==> config.mk <==
export PLATFORM = sky130hd
export DESIGN_NAME = instruction_fetch
export DESIGN_NICKNAME = d
export VERILOG_FILES = /design/src/rtl/instruction_fetch.sv
export SDC_FILE = /design/constraint.sdc
export NUM_CORES = 1
export LEC_CHECK = 0
export CORE_ASPECT_RATIO = 0.9
export CORE_UTILIZATION = 44
export CTS_CLUSTER_SIZE = 24
export DETAILED_ROUTE_END_ITERATION = 16
export PLACE_DENSITY = 0.78
export SLEW_MARGIN = 0
export SYNTH_ARGS = -nofsm -noshare
export SYNTH_HDL_FRONTEND = slang
export SYNTH_SLANG_ARGS = --single-unit
==> constraint.sdc <==
create_clock -name clk -period 5 [get_ports clk]
set_clock_uncertainty 0.2 [all_clocks]
set_input_delay 0.75 -clock clk [delete_from_list [all_inputs] [get_ports clk]]
set_output_delay 0.75 -clock clk [all_outputs]
set_load 0.03 [all_outputs]
==> src/rtl/instruction_fetch.sv <==
// ---------------------------------------------------------------------------
// instruction_fetch
//
// Instruction-fetch stage of the MIPS core. It drives the fetch address to a
// synchronous instruction memory and captures the returned word. It presents
// that word to decode through an IF/ID pipeline register. It owns the program
// counter, honours decode stalls, and redirects on taken branches or jumps.
// A redirect costs exactly one bubble.
//
// Parameters
//   WORD_SIZE     width of addresses and instructions
//   RESET_VECTOR  first fetch address after reset (word-aligned)
//
// Ports
//   clk                in   rising-edge clock
//   rst                in   asynchronous, active-high reset
//   stall              in   decode cannot accept; hold IF/ID and fetch address
//   branch_taken       in   taken branch resolved this cycle
//   branch_target      in   branch destination
//   jump               in   jump decoded this cycle
//   jump_target        in   jump destination
//   addres             out  address to instruction memory (combinational)
//   instruction        in   memory word for the address sampled last edge
//   if_id_instruction  out  instruction presented to decode
//   if_id_pc_plus4     out  address of that instruction + 4
//   if_id_valid        out  IF/ID holds a real instruction
//   fetch_count        out  number of valid instructions delivered to IF/ID
//
// Flow control: if_id_valid acts as "valid" toward decode, and !stall acts as
// "ready". The IF/ID register advances only on an edge where stall is low.
// While stall is high, if_id_instruction, if_id_pc_plus4 and if_id_valid hold
// steady. No instruction is dropped or repeated across a stall. A redirect
// (branch_taken or jump) is not subject to stall: it always squashes IF/ID.
// ---------------------------------------------------------------------------
module instruction_fetch #(
    parameter int                   WORD_SIZE    = 32,
    parameter logic [WORD_SIZE-1:0] RESET_VECTOR = '0
) (
    input  logic                 clk,
    input  logic                 rst,
    input  logic                 stall,
    input  logic                 branch_taken,
    input  logic [WORD_SIZE-1:0] branch_target,
    input  logic                 jump,
    input  logic [WORD_SIZE-1:0] jump_target,
    output logic [WORD_SIZE-1:0] addres,
    input  logic [WORD_SIZE-1:0] instruction,
    output logic [WORD_SIZE-1:0] if_id_instruction,
    output logic [WORD_SIZE-1:0] if_id_pc_plus4,
    output logic                 if_id_valid,
    output logic [31:0]          fetch_count
);

    localparam logic [WORD_SIZE-1:0] FOUR = WORD_SIZE'(4);

    logic [WORD_SIZE-1:0] pc;         // next address to issue
    logic [WORD_SIZE-1:0] req_pc;     // address whose data is on 'instruction'
    logic                 req_valid;  // 'instruction' carries a real fetch

    logic                 redirect;
    logic [WORD_SIZE-1:0] raw_target;
    logic [WORD_SIZE-1:0] target;

    // The branch is the older instruction, so it takes precedence over a
    // jump decoded in the same cycle.
    assign redirect   = branch_taken | jump;
    assign raw_target = branch_taken ? branch_target : jump_target;
    assign target     = {raw_target[WORD_SIZE-1:2], 2'b00};

    // On a stall the memory resamples req_pc, which keeps 'instruction'
    // stable for the cycle after the stall releases.
    always_comb begin
        if (redirect) begin
            addres = target;
        end else if (stall) begin
            addres = req_pc;
        end else begin
            addres = pc;
        end
    end

    always_ff @(posedge clk or posedge rst) begin
        if (rst) begin
            pc                <= RESET_VECTOR;
            req_pc            <= RESET_VECTOR;
            req_valid         <= 1'b0;
            if_id_instruction <= '0;
            if_id_pc_plus4    <= '0;
            if_id_valid       <= 1'b0;
            fetch_count       <= '0;
        end else if (redirect) begin
            // The target is fetched this edge. IF/ID is squashed, because
            // its contents are on the wrong path.
            req_pc      <= target;
            req_valid   <= 1'b1;
            pc          <= target + FOUR;
            if_id_valid <= 1'b0;
        end else if (!stall) begin
            if_id_instruction <= instruction;
            if_id_pc_plus4    <= req_pc + FOUR;
            if_id_valid       <= req_valid;
            req_pc            <= pc;
            req_valid         <= 1'b1;
            pc                <= pc + FOUR;
            if (req_valid) begin
                fetch_count <= fetch_count + 32'd1;
            end
        end
    end

endmodule

=== Word-level counts from Yosys, hierarchy flattened ===
Index checks and enable logic that the tools add are counted.

* Muxes and demuxes: 9
* Reduce and logical (&&, ||, !) cells: 2
* Equality and inequality tests: 1
* Add/subtract/negate cells: 4
* Bitwise logic cells: 3

{| class="wikitable"
|+ Operator list
! operator !! number
|-
| $mux W32 || 5
|-
| $add A32 B3 Y32 const B || 3
|-
| $add A32 B1 Y32 const B || 1
|-
| $mux W1 || 4
|-
| $reduce_and A3 Y1 || 1
|-
| $ne A2 B1 Y1 const B || 1
|-
| $not A1 Y1 || 2
|-
| $reduce_and A2 Y1 || 1
|-
| $or A1 B1 Y1 || 1
|}

* Output and inout port bits: 129
* Logic and storage cells: 26
* Bits in registers: 162
* Input port bits: 101

=== Logic depth before layout (Yosys ltp) ===
Gate-level depths: netlist of the first run.

* Depth in word-level cells: 3
* Gate-level depth with buffers: 11
* Depth with buffers taken out: 9

=== Least setup slack after synthesis of the first run ===
OpenSTA, ideal clock, no wires.

* Path type: in2out
* Start point: input port jump
* End point: output port addres[10]
* Buffers on the path: 6
* Setup slack: 1.332 ns
* Cell stages on the path: 9
* Data required time: 4.050 ns
* Arrival: 2.718 ns
* Path through: buf_2 -> buf_6 -> buf_2 -> buf_2 -> nor3_1 -> clkbuf_1 -> clkbuf_1 -> nand2_1 -> o21ai_0

* Word-level cells in the longest chain between the ends: 2

{| class="wikitable"
|+ Ends and longest elaborated chain
! what !! line !! source
|-
| start: declaration || 44 || <nowiki>input logic jump,</nowiki>
|-
| $or A1 B1 Y1 || 66 || <nowiki>assign redirect = branch_taken | jump;</nowiki>
|-
| $mux W32 || 73 || <nowiki>if (redirect) begin</nowiki>
|-
| end: declaration || 46 || <nowiki>output logic [WORD_SIZE-1:0] addres,</nowiki>
|}

Every way passes these cells.

=== Final worst setup path of the first run ===
* Start point: input port stall
* End point: output port addres[21]

* Word-level cells in the longest chain between the ends: 2

{| class="wikitable"
|+ Ends and longest elaborated chain
! what !! line !! source
|-
| start: declaration || 41 || <nowiki>input logic stall,</nowiki>
|-
| $mux W32 || 75 || <nowiki>end else if (stall) begin</nowiki>
|-
| $mux W32 || 73 ||
|}

Every way passes these cells.

==> key figures, run 1 <==
Outcome
  – Outcome: complete, no violations

Min path
  – WHS Path Cells: 1
  – Hold Path Origin: fetch_count[31]
  – Worst Hold Endpoint: fetch_count[31]
  – Worst Hold Class: reg2reg

CTS
  – Clk_lat worst skew: 420 ps
  – H-tree levels: 4
  – Clock buffer depth: 2
  – Postcts setup bufs: 0
  – Clock Sinks: 160
  – Number of CTS-inserted buffers: 17
  – # resized after CTS: 0
  – CTS tree: built
  – Hold_buf cts: 0
  – Clk slew on worst S/H paths: 60 ps
  – CTS root buf: clkbuf_16

Final layout
  – Area occupied by multi-input gates: 3867 sq um
  – Area Growth Syn to Fin: 38.68%
  – Layout cells sized above 1: 9.546%
  – # diodes: 0
  – Commonest non-fill, non-tap cell in the layout: clkdlybuf4s50_1
  – Nets: 1151
  – Reg area: 4004 sq um
  – Most frequent cells in the layout: clkdlybuf4s50_1, dfrtp_1, nand2_1
  – Filler instances: 1453
  – Utilization of the core after routing: 62.96%
  – Fin cells: 1298

Timing
  – Unrepaired setup endpoints after global routing: no
  – TNS Setup: 0 ps
  – Pins Over Slew Limit: 0
  – Endpoints failing setup: 0
  – Final hold violations: 0
  – Worst-Margin Slew: 1145 ps
  – Min setup slack post-route: 557.4 ps
  – Slew headroom: 23.29%
  – Min Clock Period, post-route: 4443 ps
  – Fmax: 225.1 MHz
  – Fin crit share: 88.85%

Yosys
  – Ys Warns: 0
  – Register area share after synthesis: 49.59%
  – Post-Syn Nets: 931
  – Avg Inst Size Synth: 9.763 sq um
  – Post-Syn Area: 8074 sq um
  – Synth Register Bits: 160
  – Post-Synthesis Cells: 827
  – Unique masters post-synth: 46

Setup path
  – Worst Path Required: 4050 ps
  – Slowest CP cell: nor2b_2
  – Crit. End Element: output pin
  – CP Cell Sequence: clkdlybuf4s50_1 -> nor2b_2 -> a21boi_0 -> o21ai_0 -> clkdlybuf4s50_1
  – Worst EP arrival: 3490 ps
  – R2r setup slk: 2300 ps
  – Crit path launch type: input pin
  – Crit-path max FO: 27
  – RR Endpoint: pc[24]
  – CP Class: in2out
  – Worst Reg-to-Reg Cells: 9
  – FF-to-FF Start: pc[2]
  – Crit-path max cell delay: 910 ps
  – Critical path's most frequent cell: clkdlybuf4s50_1

Routing
  – Routed wire per std cell: 16.21 um
  – DRC viols: 0
  – Antenna Nets Post-Route: 0
  – Via/cell ratio: 5.183
  – Vias: 6728
  – DRT iter0 DRCs: 445
  – 1st-pass router iterations: 4
  – Final WL: 21040 um

Power
  – Switch share: 30.79%
  – Power Dens Cells: 363.7 nW/um^2
  – P_sw: 0.001254 W
  – Reg power frac: 39.3%
  – VDD IR max: 0.2163 mV
  – Logic gate share of total power: 26.4%
  – Int Power: 0.002818 W
  – Clock group share of total power: 34.2%
  – Leak: 4.433 nW
  – Pwr Total: 0.004072 W

Placement
  – Final HPWL DP: 14690 um
  – PortBufs: 225
  – Pre-CTS WS: 582.2 ps
  – Post-Place Cells: 1268
  – Placer Congestion: 0.8408

GRT
  – GRT Total Usage: 23.25%
  – Initial antenna violation count: 0
  – Largest net degree at the start of global routing: 93
  – Grt ovf: 0
  – First-pass GRT wire length: 33720 um
  – Number of global-route vias before repair: 6536

Floorplan
  – CORE AREA: 17780 sq um
  – Die X: 144.8 um
  – Initial core utilization: 45.40%
  – Die Ht: 130.5 um
  – I/O pins: 230
  – Die Area: 18900 sq um
  – Rows: 46

Run
  – Maxcap violations: 0
==> sequential cells by signal, summed over array words and instances (netlist names) <==
name               cells
if_id_instruction     32
req_pc                32
fetch_count           32
req_valid              1
if_id_valid            1
pc                    30
if_id_pc_plus4        32
==> area by class of cell <==
type                    instances  area share (%)
clock buffers                  20           4.168
flip-flops and latches        160           35.76
repair buffers                238           21.12
well taps                     240           2.682
multi-input cells             622           34.54
inverters                       8          0.3017
clock inverters                10           1.430
==> through the flow <==
step / hold slack [ps] / area, sq um
floorplan: 256.2 / 8078
global placement: 264.8 / 10570
detailed placement: 271.5 / 10570
CTS: 285.2 / 11200
global route: 311.2 / 11200
finish: 280.0 / 11200
==> Yosys cell counts (all sizes together) <==
cell / number / area [sq um]
mux2i: 4 / 40.04
o22ai: 1 / 6.260
a31oi: 2 / 12.51
nand3: 23 / 115.1
nand4: 28 / 175.2
nand3b: 2 / 15.01
a21boi: 27 / 202.7
or3: 3 / 18.77
and2: 1 / 6.260
a21oi: 85 / 455.4
a21o: 7 / 52.55
mux2: 40 / 450.4
ha: 3 / 37.54
o21a: 1 / 7.510
clkbuf: 19 / 71.32
and4: 3 / 26.28
or4: 2 / 18.77
and3b: 2 / 17.52
inv: 8 / 30.03
nand4b: 1 / 8.760
nor3: 7 / 40.04
xnor2: 47 / 411.6
dfrtp: 160 / 4004
a211oi: 1 / 7.510
or2: 2 / 12.51
o21ai: 51 / 255.2
buf: 18 / 108.8
xor2: 37 / 324.1
nand2b: 30 / 187.7
nor3b: 1 / 7.510
and3: 9 / 56.30
nor2b: 33 / 206.5
nand4bb: 1 / 27.53
nor2: 74 / 282.8
a22oi: 1 / 7.510
nand2: 91 / 341.6
nor4: 2 / 25.02
==> how the worst max path moves through the flow <==
stage / start / end / slack (ps) / cells past startpoint
after floorplan: jump / addres[10] / 1330 / 9
after global placement: stall / addres[25] / 660 / 5
after detailed placement: stall / addres[9] / 580 / 5
after CTS: stall / addres[21] / 510 / 5
after global routing: stall / addres[21] / 340 / 5
final: stall / addres[21] / 560 / 5
==> power by group through the flow <==
stage,clock (W),combinational [W],sequential [W]
final,0.00139,0.00108,0.00160
after global routing,0.00146,0.00116,0.00162
after CTS,0.00142,0.00109,0.00160
after detailed placement,0,0.00108,0.00162
after global placement,0,0.00107,0.00161
after floorplan,0,0.000397,0.00183
==> logic make-up after synthesis <==
family	Yosys count	share of synthesized area, %
AO/OA/AOI/OAI	176	12.47
buffers and inverters	45	2.603
AND/OR/NAND/NOR	315	19.68
flip-flops	160	49.59
XOR/XNOR	84	9.112
adder cells (fa/ha/maj)	3	0.4649
multiplexers	44	6.075
==> layer usage <==
| metal | global-route usage, % | part of all wire, % | wire length, um | up-vias |
|---|---|---|---|---|
| li1 | - | - | - | 3275 |
| met1 | 31.25 | 45 | 9541 | 3217 |
| met2 | 36.99 | 47 | 9803 | 202 |
| met3 | 5.138 | 5.9 | 1244 | 34 |
| met4 | 8.483 | 2.1 | 446 | 0 |
| met5 | 0 | 0 | 0 | - |
==> worst max-delay path: cells and delay by family <==
| kind | cells | cell delay (ps) |
|---|---|---|
| AND/OR/NAND/NOR | 1 | 910 |
| AO/OA/AOI/OAI | 2 | 620 |
| buffers and inverters | 2 | 1210 |
No activity file was read; power rests on OpenSTA's default activity.
==> inputs of run 2 (changes only) <==
Settings changed: CORE_ASPECT_RATIO 0.9 to default.
==> key figures, run 2 (synthesized netlist as in run 1, its figures left out) <==
Outcome
  – Outcome: complete, no violations

Timing
  – TNS Setup: 0 ps
  – Fmax: 244.4 MHz
  – Min Clock Period, post-route: 4092 ps
  – Worst-Margin Slew: 1024 ps
  – Min setup slack post-route: 908.0 ps
  – Final hold violations: 0
  – Endpoints failing setup: 0
  – Fin crit share: 81.84%
  – Slew headroom: 31.74%
  – Unrepaired setup endpoints after global routing: no
  – Pins Over Slew Limit: 0

Power
  – Leak: 4.419 nW
  – Power Dens Cells: 353.3 nW/um^2
  – VDD IR max: 0.2919 mV
  – Pwr Total: 0.003939 W

Routing
  – Antenna Nets Post-Route: 0
  – Final WL: 21110 um
  – Vias: 6674
  – Via/cell ratio: 5.166
  – 1st-pass router iterations: 5
  – DRC viols: 0
  – Routed wire per std cell: 16.34 um
  – DRT iter0 DRCs: 327

Final layout
  – Most frequent cells in the layout: clkdlybuf4s50_1, dfrtp_1, nand2_1
  – Nets: 1154
  – Fin cells: 1292
  – Commonest non-fill, non-tap cell in the layout: clkdlybuf4s50_1
  – Filler instances: 1558
  – # diodes: 0
  – Area Growth Syn to Fin: 38.12%
  – Layout cells sized above 1: 9.878%

CTS
  – Clock Sinks: 160
  – Clk slew on worst S/H paths: 60 ps
  – H-tree levels: 4
  – Postcts setup bufs: 0
  – CTS tree: built
  – Clk_lat worst skew: 430 ps
  – CTS root buf: clkbuf_16
  – Clock buffer depth: 2
  – # resized after CTS: 0
  – Number of CTS-inserted buffers: 17
  – Hold_buf cts: 0

Placement
  – Placer Congestion: 0.8025
  – Pre-CTS WS: 923.6 ps
  – Final HPWL DP: 15180 um
  – PortBufs: 225
  – Post-Place Cells: 1260

Run
  – Maxcap violations: 0

Floorplan
  – Initial core utilization: 44.95%
  – Die Ht: 137.5 um
  – Die X: 137.5 um
  – I/O pins: 230
  – Die Area: 18900 sq um
  – CORE AREA: 17960 sq um
  – Rows: 49

Setup path
  – Crit-path max cell delay: 740 ps
  – CP Class: in2out
  – Crit path launch type: input pin
  – Crit-path max FO: 27
  – CP Cell Sequence: clkdlybuf4s50_1 -> nor2b_2 -> buf_4 -> a21boi_0 -> o21ai_0 -> clkdlybuf4s50_1
  – Slowest CP cell: clkdlybuf4s50_1
  – Critical path's most frequent cell: clkdlybuf4s50_1
  – Worst Path Required: 4050 ps
  – R2r setup slk: 2150 ps
  – Worst EP arrival: 3140 ps
  – Crit. End Element: output pin

GRT
  – Initial antenna violation count: 0
  – GRT busiest layer: met2
  – Met1 usage: 31.96%
  – Grt ovf: 0
  – Met3 usage: 5.004%
  – Largest net degree at the start of global routing: 78
  – Number of global-route vias before repair: 6488
  – First-pass GRT wire length: 33820 um
  – GRT Total Usage: 23.31%
  – M2 GR Usage: 36.74%

Min path
  – Worst Hold Class: reg2reg
[run 2: changes by cell type in the layout (fill, tap and decap cells not counted)]
cell / before / now
clkinv_4: 0 / 5
buf_4: 11 / 14
bufinv_16: 4 / 1
inv_6: 0 / 3
clkbuf_8: 3 / 1
clkinv_2: 2 / 0
clkbuf_1: 0 / 1
[run 2: metrics by stage]
stage | cell area [sq um] | hold WS, ps | util [%]
after floorplan | 8078 | 256.2 | -
after global placement | 10580 | 264.6 | 58.89
after detailed placement | 10580 | 275.0 | 58.89
after CTS | 11150 | 286.2 | 62.08
after global routing | 11150 | 306.0 | 62.08
final | 11150 | 275.7 | 62.08
[run 2: metal layers]
| metal | part of all wire, % | vias up | wire length, um |
|---|---|---|---|
| met1 | 45 | 3186 | 9519 |
| met5 | 0 | - | 0 |
| met3 | 5.2 | 22 | 1090 |
| met2 | 48 | 191 | 10150 |
| met4 | 1.7 | 0 | 352 |
| li1 | - | 3275 | - |
[run 2: path summary, 6_finish.rpt]
path                       depth (start not counted)               endpoint            start
max reg2reg                                        9                 pc[30]            pc[2]
min in group asynchronous                          2              req_pc[4]              rst
min reg2reg                                        1        fetch_count[31]  fetch_count[31]
max in group asynchronous                          3  if_id_instruction[19]              rst
max                                                6             addres[11]            stall
min                                                1        fetch_count[31]  fetch_count[31]
[run 2: worst max-delay path: cells and delay by family]
kind                   cells  cell delay (ps)
buffers and inverters      3             1720
and+or+nand+nor            1              200
AOI/OAI and AO/OA          2              450
[run 2: layout make-up]
type	instances	area [sq um]	share of cell area, %
repair buffers	241	2387	21.41
clock inverters	13	130.1	1.167
clock buffers	19	442.9	3.972
flip-flops and latches	160	4004	35.90
well taps	229	286.5	2.569
multi-input cells	622	3867	34.68
inverters	8	33.78	0.3029
[run 2: where the power goes]
part           total, W  internal [W]  switching (W)
combinational   0.00108      0.000483       0.000598
sequential      0.00160       0.00147       0.000131
clock           0.00126      0.000707       0.000554
total           0.00394       0.00266        0.00128
==> inputs of run 3 (changes only) <==
Settings changed: CORE_UTILIZATION 44 to 48, PLACE_DENSITY 0.78 to 0.8.
Clock period 5 ns to 4.1 ns, I/O delays scaled along.
==> key figures, run 3 (synthesized netlist as in run 1, its figures left out) <==
Setup path
  – Slowest CP cell: clkdlybuf4s50_1
  – R2r setup slk: 1370 ps
  – Crit. End Element: output pin
  – Worst EP arrival: 2590 ps
  – CP Class: in2out
  – Crit path launch type: input pin
  – CP Cell Sequence: clkdlybuf4s50_1 -> buf_4 -> mux2_2 -> a21o_1 -> clkdlybuf4s50_1
  – Crit-path max FO: 8
  – Crit-path max cell delay: 620 ps
  – Critical path's most frequent cell: clkdlybuf4s50_1
  – Worst Path Required: 3280 ps

Placement
  – Placer Congestion: 0.7923
  – PortBufs: 225
  – Final HPWL DP: 14880 um
  – Placed Area: 10550 sq um
  – Post-Place Cells: 1256
  – Pre-CTS WS: 517.7 ps

CTS
  – Postcts setup bufs: 0
  – CTS tree: built
  – H-tree levels: 4
  – Hold_buf cts: 0
  – # resized after CTS: 0
  – Clk slew on worst S/H paths: 60 ps
  – Clock Sinks: 160
  – Clk_lat worst skew: 430 ps
  – CTS root buf: clkbuf_16
  – Clock buffer depth: 2
  – Number of CTS-inserted buffers: 17

Floorplan
  – CORE AREA: 16520 sq um
  – Die Area: 17340 sq um
  – Initial core utilization: 48.86%
  – Die Ht: 131.7 um
  – I/O pins: 230
  – Die X: 131.7 um
  – Rows: 47

Routing
  – Routed wire per std cell: 16.07 um
  – 1st-pass router iterations: 11
  – DRC viols: 2
  – DRT iter0 DRCs: 492
  – Via/cell ratio: 5.311
  – Final WL: 20700 um
  – Vias: 6840
  – Antenna Nets Post-Route: 0

Final layout
  – # diodes: 0
  – Area Growth Syn to Fin: 38.40%
  – Most frequent cells in the layout: clkdlybuf4s50_1, dfrtp_1, nand2_1
  – Fin cells: 1288
  – Post-route cell area: 11170 sq um
  – Layout cells sized above 1: 12.55%
  – Nets: 1159
  – Commonest non-fill, non-tap cell in the layout: clkdlybuf4s50_1

Timing
  – Pins Over Slew Limit: 0
  – Fmax: 293.8 MHz
  – Unrepaired setup endpoints after global routing: no
  – Min setup slack post-route: 696.3 ps
  – Endpoints failing setup: 0
  – TNS Setup: 0 ps
  – Hold_ws: 273.5 ps
  – Slew headroom: 42.87%
  – Worst-Margin Slew: 855.2 ps
  – Fin crit share: 83.02%
  – Final hold violations: 0
  – Min Clock Period, post-route: 3404 ps

GRT
  – Largest net degree at the start of global routing: 70
  – Initial antenna violation count: 0
  – Number of global-route vias before repair: 6777
  – GRT Total Usage: 24.60%
  – Grt ovf: 0
  – First-pass GRT wire length: 33730 um

Outcome
  – Failing checks: DRC
  – Outcome: finished with violations

Min path
  – Worst Hold Class: reg2reg

Run
  – Maxcap violations: 0

Power
  – VDD IR max: 0.3238 mV
  – Power Dens Cells: 444.4 nW/um^2
  – Leak: 4.500 nW
==> run 3: worst paths after layout <==
kind                            startpoint                   end  cells after the start
max in group asynchronous              rst            req_pc[28]                      3
min in group asynchronous              rst  if_id_instruction[7]                      2
hold reg to reg            fetch_count[31]       fetch_count[31]                      1
hold / removal             fetch_count[31]       fetch_count[31]                      1
setup reg to reg                 req_pc[2]    if_id_pc_plus4[30]                      8
setup / recovery                     stall            addres[31]                      5
==> run 3: layout make-up <==
class | count | area [sq um]
inverters | 8 | 33.78
fillers | 1298 | 5350
multi-input cells | 622 | 3867
clock inverters | 9 | 156.4
clock buffers | 23 | 467.9
well taps | 220 | 275.3
repair buffers | 246 | 2370
flip-flops and latches | 160 | 4004
==> run 3: critical path: cells and delay by family <==
kind | cells | cell delay, ps
muxes | 1 | 330
AOI/OAI and AO/OA | 1 | 190
buffers and inverters | 3 | 1450
==> run 3: metrics by stage <==
stage	util, %	total power (W)
4_1_cts	67.62	0.004992
6_report	67.62	0.004965
3_5_place_dp	63.84	0.003294
5_1_grt	67.62	0.005158
2_1_floorplan	-	0.002718
3_3_place_gp	63.84	0.003262
==> run 3: power by group <==
| group | internal, W | leakage (nW) | switching, W |
|---|---|---|---|
| combinational | 0.000584 | 2.31 | 0.000731 |
| sequential | 0.00179 | 1.90 | 0.000159 |
| clock | 0.00105 | 0.294 | 0.000648 |
| total | 0.00343 | 4.50 | 0.00154 |
==> run 3: routing by layer <==
layer  GRT usage (%)  vias to the layer above  part of all wire, %
met5               0                        -                    0
met4           9.690                        0                  2.3
met3           4.745                       37                  5.5
met2           40.86                      217                   49
met1           31.65                     3298                   43
li1                -                     3288                    -
